## src/rtl/shiftreg_tap.sv

```systemverilog
// Parametrised WIDTH x DEPTH shift register with runtime tap select, per-stage valid and fill count.
// Define SHIFTREG_TAP_OREG_EN to register q/q_vld (adds one cycle of latency on every tap).
module shiftreg_tap #(
    parameter int WIDTH = 8,
    parameter int DEPTH = 3,
    parameter int SELW  = $clog2(DEPTH + 1)
) (
    input  logic             clk,
    input  logic             rst_n,
    input  logic             en,
    input  logic             clr,
    input  logic [WIDTH-1:0] d,
    input  logic             d_vld,
    input  logic [SELW-1:0]  sel,
    output logic [WIDTH-1:0] q,
    output logic             q_vld,
    output logic [SELW-1:0]  fill_cnt,
    output logic             full
);

    logic [DEPTH:1][WIDTH-1:0] stg_q, stg_d;
    logic [DEPTH:1]            vld_q, vld_d;
    logic [SELW-1:0]           fill_q, fill_d;
    logic [WIDTH-1:0]          tap_data;
    logic                      tap_vld;

    always_comb begin
        stg_d  = stg_q;
        vld_d  = vld_q;
        fill_d = fill_q;
        if (clr) begin
            stg_d  = '0;
            vld_d  = '0;
            fill_d = '0;
        end else if (en) begin
            stg_d[1] = d;
            vld_d[1] = d_vld;
            for (int k = 2; k <= DEPTH; k++) begin
                stg_d[k] = stg_q[k-1];
                vld_d[k] = vld_q[k-1];
            end
            // Entry and exit cancel; the count never leaves 0..DEPTH because exit needs a valid last stage.
            fill_d = fill_q + SELW'(d_vld) - SELW'(vld_q[DEPTH]);
        end
    end

    always_ff @(posedge clk or negedge rst_n) begin
        if (!rst_n) begin
            stg_q  <= '0;
            vld_q  <= '0;
            fill_q <= '0;
        end else begin
            stg_q  <= stg_d;
            vld_q  <= vld_d;
            fill_q <= fill_d;
        end
    end

    // Tap 0 is the live input; codes above DEPTH select nothing and read as zero.
    always_comb begin
        tap_data = '0;
        tap_vld  = 1'b0;
        if (sel == '0) begin
            tap_data = d;
            tap_vld  = d_vld;
        end
        for (int k = 1; k <= DEPTH; k++) begin
            if (sel == SELW'(k)) begin
                tap_data = stg_q[k];
                tap_vld  = vld_q[k];
            end
        end
    end

    assign fill_cnt = fill_q;
    assign full     = (fill_q == SELW'(DEPTH));

`ifdef SHIFTREG_TAP_OREG_EN
    logic [WIDTH-1:0] q_q;
    logic             q_vld_q;

    // Loads every cycle independent of en, so a tap change shows up one cycle later even while holding.
    always_ff @(posedge clk or negedge rst_n) begin
        if (!rst_n) begin
            q_q     <= '0;
            q_vld_q <= 1'b0;
        end else if (clr) begin
            q_q     <= '0;
            q_vld_q <= 1'b0;
        end else begin
            q_q     <= tap_data;
            q_vld_q <= tap_vld;
        end
    end

    assign q     = q_q;
    assign q_vld = q_vld_q;
`else
    assign q     = tap_data;
    assign q_vld = tap_vld;
`endif

endmodule

```

## config.mk

```make
export PLATFORM = sky130hd
export DESIGN_NAME = shiftreg_tap
export DESIGN_NICKNAME = d
export VERILOG_FILES = /design/src/rtl/shiftreg_tap.sv
export SDC_FILE = /design/constraint.sdc
export NUM_CORES = 1
export LEC_CHECK = 0
export ABC_AREA = 1
export BUFFER_PORTS_ARGS = -buffer_cell sky130_fd_sc_hd__buf_4
export CAP_MARGIN = 20
export CORE_MARGIN = 3
export CORE_UTILIZATION = 45
export CTS_BUF_LIST = sky130_fd_sc_hd__clkbuf_16
export DETAILED_ROUTE_END_ITERATION = 12
export PLACE_DENSITY = 0.81
export SLEW_MARGIN = 25
export SYNTH_ARGS = -nofsm -noshare
export SYNTH_HDL_FRONTEND = slang
export SYNTH_SLANG_ARGS = --single-unit
```

## constraint.sdc

```tcl
create_clock -name clk -period 1 [get_ports clk]
set_input_delay 0 -clock clk [delete_from_list [all_inputs] [get_ports clk]]
set_output_delay 0 -clock clk [all_outputs]
set_load 0.01 [all_outputs]
```

* Word level (Yosys, flattened, before mapping)
Index checks and enable logic that the tools add are counted.
Storage, ports and cells: flip-flop bits (word level) 29, logic and storage cells 27, input port bits 15, output and inout port bits 12
Cells by class: multiplexer cells 14, $add $sub $neg 2, equal/unequal tests 4, reduce and logical (&&, ||, !) cells 2
Operator list (number):
- two-way mux 24 bit | 2
- two-way mux 8 bit | 4
- == test 2 bit, second input constant | 3
- two-way mux 3 bit | 2
- two-way mux 1 bit | 4
- two-way mux 2 bit | 2
- adder 2 x 1 -> 2 bit | 1
- == test 2 x 1 -> 1 bit, second input constant | 1
- zero test 2 bit | 1
- nonzero test 2 bit | 1
- subtractor 2 x 1 -> 2 bit | 1

* Logic depth before layout (Yosys ltp)
depth in word-level cells 5, mapped depth 8, depth with buffers taken out 8

* Worst setup path after synthesis
No wires, ideal clock.
kind register -> register, start register fill_q[0], in the netlist fill_cnt[0], end register fill_q[0], in the netlist fill_cnt[0], required time 0.874 ns, stages on the path, launching flop included 7, library setup time 0.126 ns, arrival 1.111 ns, path buffers 0, slack -0.238 ns, period minus slack after synthesis 1.238 ns, cell sequence dfrtp_1 inv_1 ha_1 inv_1 ha_1 nand2_1 o21ai_0
Between the ends: word-level cells in the longest chain between the ends 4
Ends and longest elaborated chain:
- start: declaration | line 23 | logic [SELW-1:0] fill_q, fill_d;
- start signal: assignment | line 55 | fill_q <= fill_d;
- adder 2 x 1 -> 2 bit | line 43 | fill_d = fill_q + SELW'(d_vld) - SELW'(vld_q[DEPTH]);
- subtractor 2 x 1 -> 2 bit | line 43
- two-way mux 2 bit | line 35 | end else if (en) begin
- two-way mux 2 bit | line 31 | if (clr) begin
No other way between the ends. The select of a mux whose other input is x is not followed. A chain may end at the register's enable or synchronous reset.

* Worst setup path after layout
start register vld_q[3] (netlist bit), end register fill_q[1], in the netlist fill_cnt[1]
Between the ends: word-level cells in the longest chain between the ends 3
Ends and longest elaborated chain:
- start: declaration | line 22 | logic [DEPTH:1] vld_q, vld_d;
- start signal: assignment | line 54 | vld_q <= vld_d;
- subtractor 2 x 1 -> 2 bit | line 43
- two-way mux 2 bit | line 35
- two-way mux 2 bit | line 31
No other way between the ends. The select of a mux whose other input is x is not followed.

==> flow_summary.json <==
{
  "crit_path_start_kind": "flop",
  "clock.fmax_ghz": 0.848,
  "stdcell_area_um2": 2060,
  "grt_pass1_vias": 1296,
  "path_clk_slew_ns": 0.04,
  "diodes": 0,
  "grt_first_pass_wirelength_um": 5850,
  "final-seq-area_um2": 726,
  "synth.ff_latch_count": 29,
  "fp.dieW_um": 62.3,
  "grt_overflow": 0,
  "slowest_stage": "dfrtp_1",
  "hold_viol": 0,
  "num_rows": 19,
  "syn-num-nets": 195,
  "drive_above_1_share_pct": 30.2,
  "period_minus_slack_ns": 1.18,
  "yosys_warnings": 0,
  "end_kind": "flop",
  "grt_use_total_pct": 19.4,
  "fin_setup_tns_ns": -0.554,
  "cts_tree": "done",
  "power_density_nw_per_um2": 1490,
  "die_area_um2": 3880,
  "netlist_area_um2": 1420,
  "ff2ff_path_depth": 7,
  "die_h_um": 62.3,
  "htreeDepth": 2,
  "r2r_slack_ns": -0.18,
  "nNetsFinal": 252,
  "tightest_slew_ns": 0.362,
  "worstSetupPathType": "flop to flop",
  "rr_startpoint": "vld_q[3]$_DFFE_PN0P_",
  "dpl-instance-area_um2": 1730,
  "met1_length_um": 1570,
  "hpwl_um": 2200,
  "clock_sinks": 29,
  "vdd_ir_drop_max_v": 0.00131,
  "crit_path_cell_trace": "ha_4 -> inv_2 -> ha_4 -> inv_2 -> nand2_2 -> nand3_2 -> nand2_1",
  "start_util_pct": 49.5,
  "vias_per_cell": 5.00,
  "final_cell_mix": "nand2_1, buf_4, dfrtp_1, inv_1, o21ai_0",
  "firstDrtPassIters": 4,
  "arrival_ns": 1.34,
  "core_area_um2": 2880,
  "avgSynthCellArea_um2": 8.00,
  "multiInputGateArea_um2": 618,
  "clk_path_buf_depth": 2,
  "required_ns": 1.16,
  "top_layer": "met4",
  "drc": 0,
  "fill_cells": 202,
  "finClkSkew_ns": 0.00293,
  "wl_met2_um": 1820,
  "maxCapViolCount": 0,
  "relSlewSlack_pct": 75.9,
  "route.met3.wl_um": 188,
  "place.port_buffers": 26,
  "finalWorstSetupSlack_ns": -0.179,
  "critPathLaunch": "vld_q[3]$_DFFE_PN0P_",
  "grt_max_degree": 30,
  "power_leakage_uw": 0.00104,
  "drt_iter0_drc": 84,
  "ioPinCount": 27,
  "root_buffer": "clkbuf_16",
  "violations": "setup timing",
  "clock_latency_ns": 0.27,
  "regToRegEndpoint": "fill_cnt[1]$_DFFE_PN0P_",
  "seq_area_frac_synth_pct": 51.0,
  "ant_nets": 0,
  "cts_buffers": 5,
  "gp_congestion": 0.790,
  "rsz0062_at_grt": "true",
  "routed-via-count": 1386,
  "totalWireLength_um": 3690,
  "power_uw": 3060,
  "status": "finished with violations",
  "synth_cell_types": 16,
  "maxSlewViolCount": 0,
  "worstHoldPathType": "input pin to flop",
  "fin_crit_sh_pct": 118,
  "netlist_instances": 178,
  "endpoint": "fill_cnt[1]$_DFFE_PN0P_",
  "final_common_cell": "nand2_1",
  "antenna_found_initial": 0,
  "cpPeakStageDelay_ns": 0.41,
  "area_growth_pct": 44.4,
  "finalSetupViolations": 5,
  "critical_path_peak_fanout": 2,
  "wl_per_cell_um": 13.3,
  "dp_slack_ns": -0.158
}
[state kept, by name (all words and copies together) (netlist names)]
register,cells
stg_q,24
vld_q,3
fill_cnt,2
[final cells by class]
class / instances / area share, %
timing repair buffer: 53 / 21.1
inverter: 25 / 4.56
multi-input combinational: 121 / 30.1
sequential: 29 / 35.3
tap: 42 / 2.56
clock buffer: 5 / 6.09
clock inverter: 2 / 0.365
[worst min path at each step]
stage | from | cells past startpoint | endpoint
after global routing | en | 3 | stg_q[19]$_DFFE_PN0P_
after detailed placement | rst_n | 1 | stg_q[0]$_DFFE_PN0P_
final | en | 3 | stg_q[19]$_DFFE_PN0P_
after global placement | rst_n | 1 | stg_q[0]$_DFFE_PN0P_
after floorplan | rst_n | 0 | fill_cnt[0]$_DFFE_PN0P_
after CTS | en | 3 | stg_q[19]$_DFFE_PN0P_
[power breakdown]
group / switching, µW / total, µW / leakage, µW / internal, µW
Combinational: 248 / 464 / 0.000581 / 217
Sequential: 31.8 / 1260 / 0.000392 / 1230
Clock: 450 / 1330 / 0.0000685 / 882
Total: 729 / 3060 / 0.00104 / 2330
[kinds of logic after synthesis]
group                      synth area share, %
and+or+nand+nor                           26.6
AOI/OAI and AO/OA                         12.0
DFF                                       51.0
adders and majority gates                 1.76
buffers and inverters                     8.70
[Yosys cell counts (all sizes together)]
master | number | area (µm²)
nor2 | 16 | 72.6
buf | 3 | 30.0
o21ai | 25 | 151
nand4 | 9 | 56.3
ha | 2 | 25.0
o22ai | 3 | 18.8
inv | 24 | 90.1
nand2 | 64 | 240
nand3 | 2 | 10.0
clkinv | 1 | 3.75
dfrtp | 29 | 726
[per-stage QoR]
| step | instances | hold WS, ns | util [%] |
|---|---|---|---|
| after global routing | 277 | 0.0762 | 71.5 |
| final | 277 | 0.0552 | 71.5 |
| after CTS | 270 | 0.0504 | 68.8 |
| after floorplan | 178 | -0.296 | - |
| after global placement | 253 | -0.0605 | 60.3 |
| after detailed placement | 253 | -0.0614 | 60.3 |
[metal layers]
layer	vias up	global-route usage [%]
li1	677	-
met1	646	23.6
met2	47	32.0
met3	16	6.49
met4	0	7.44
met5	-	0
[critical path, delay by kind of cell, from the launching register on]
kind	cells	cell delay, ns
and+or+nand+nor	3	0.15
DFF	1	0.41
buffers and inverters	2	0.08
adders and majority gates	2	0.43
[what timing repair did]
item	CTS	global route
gates resized for setup	2	8
setup endpoints to repair	3	12
hold endpoints to repair	38	0
hold buffers	10	0
buffers inserted	0	7
pin swaps	2	12
(Power assumes the default switching activity.)
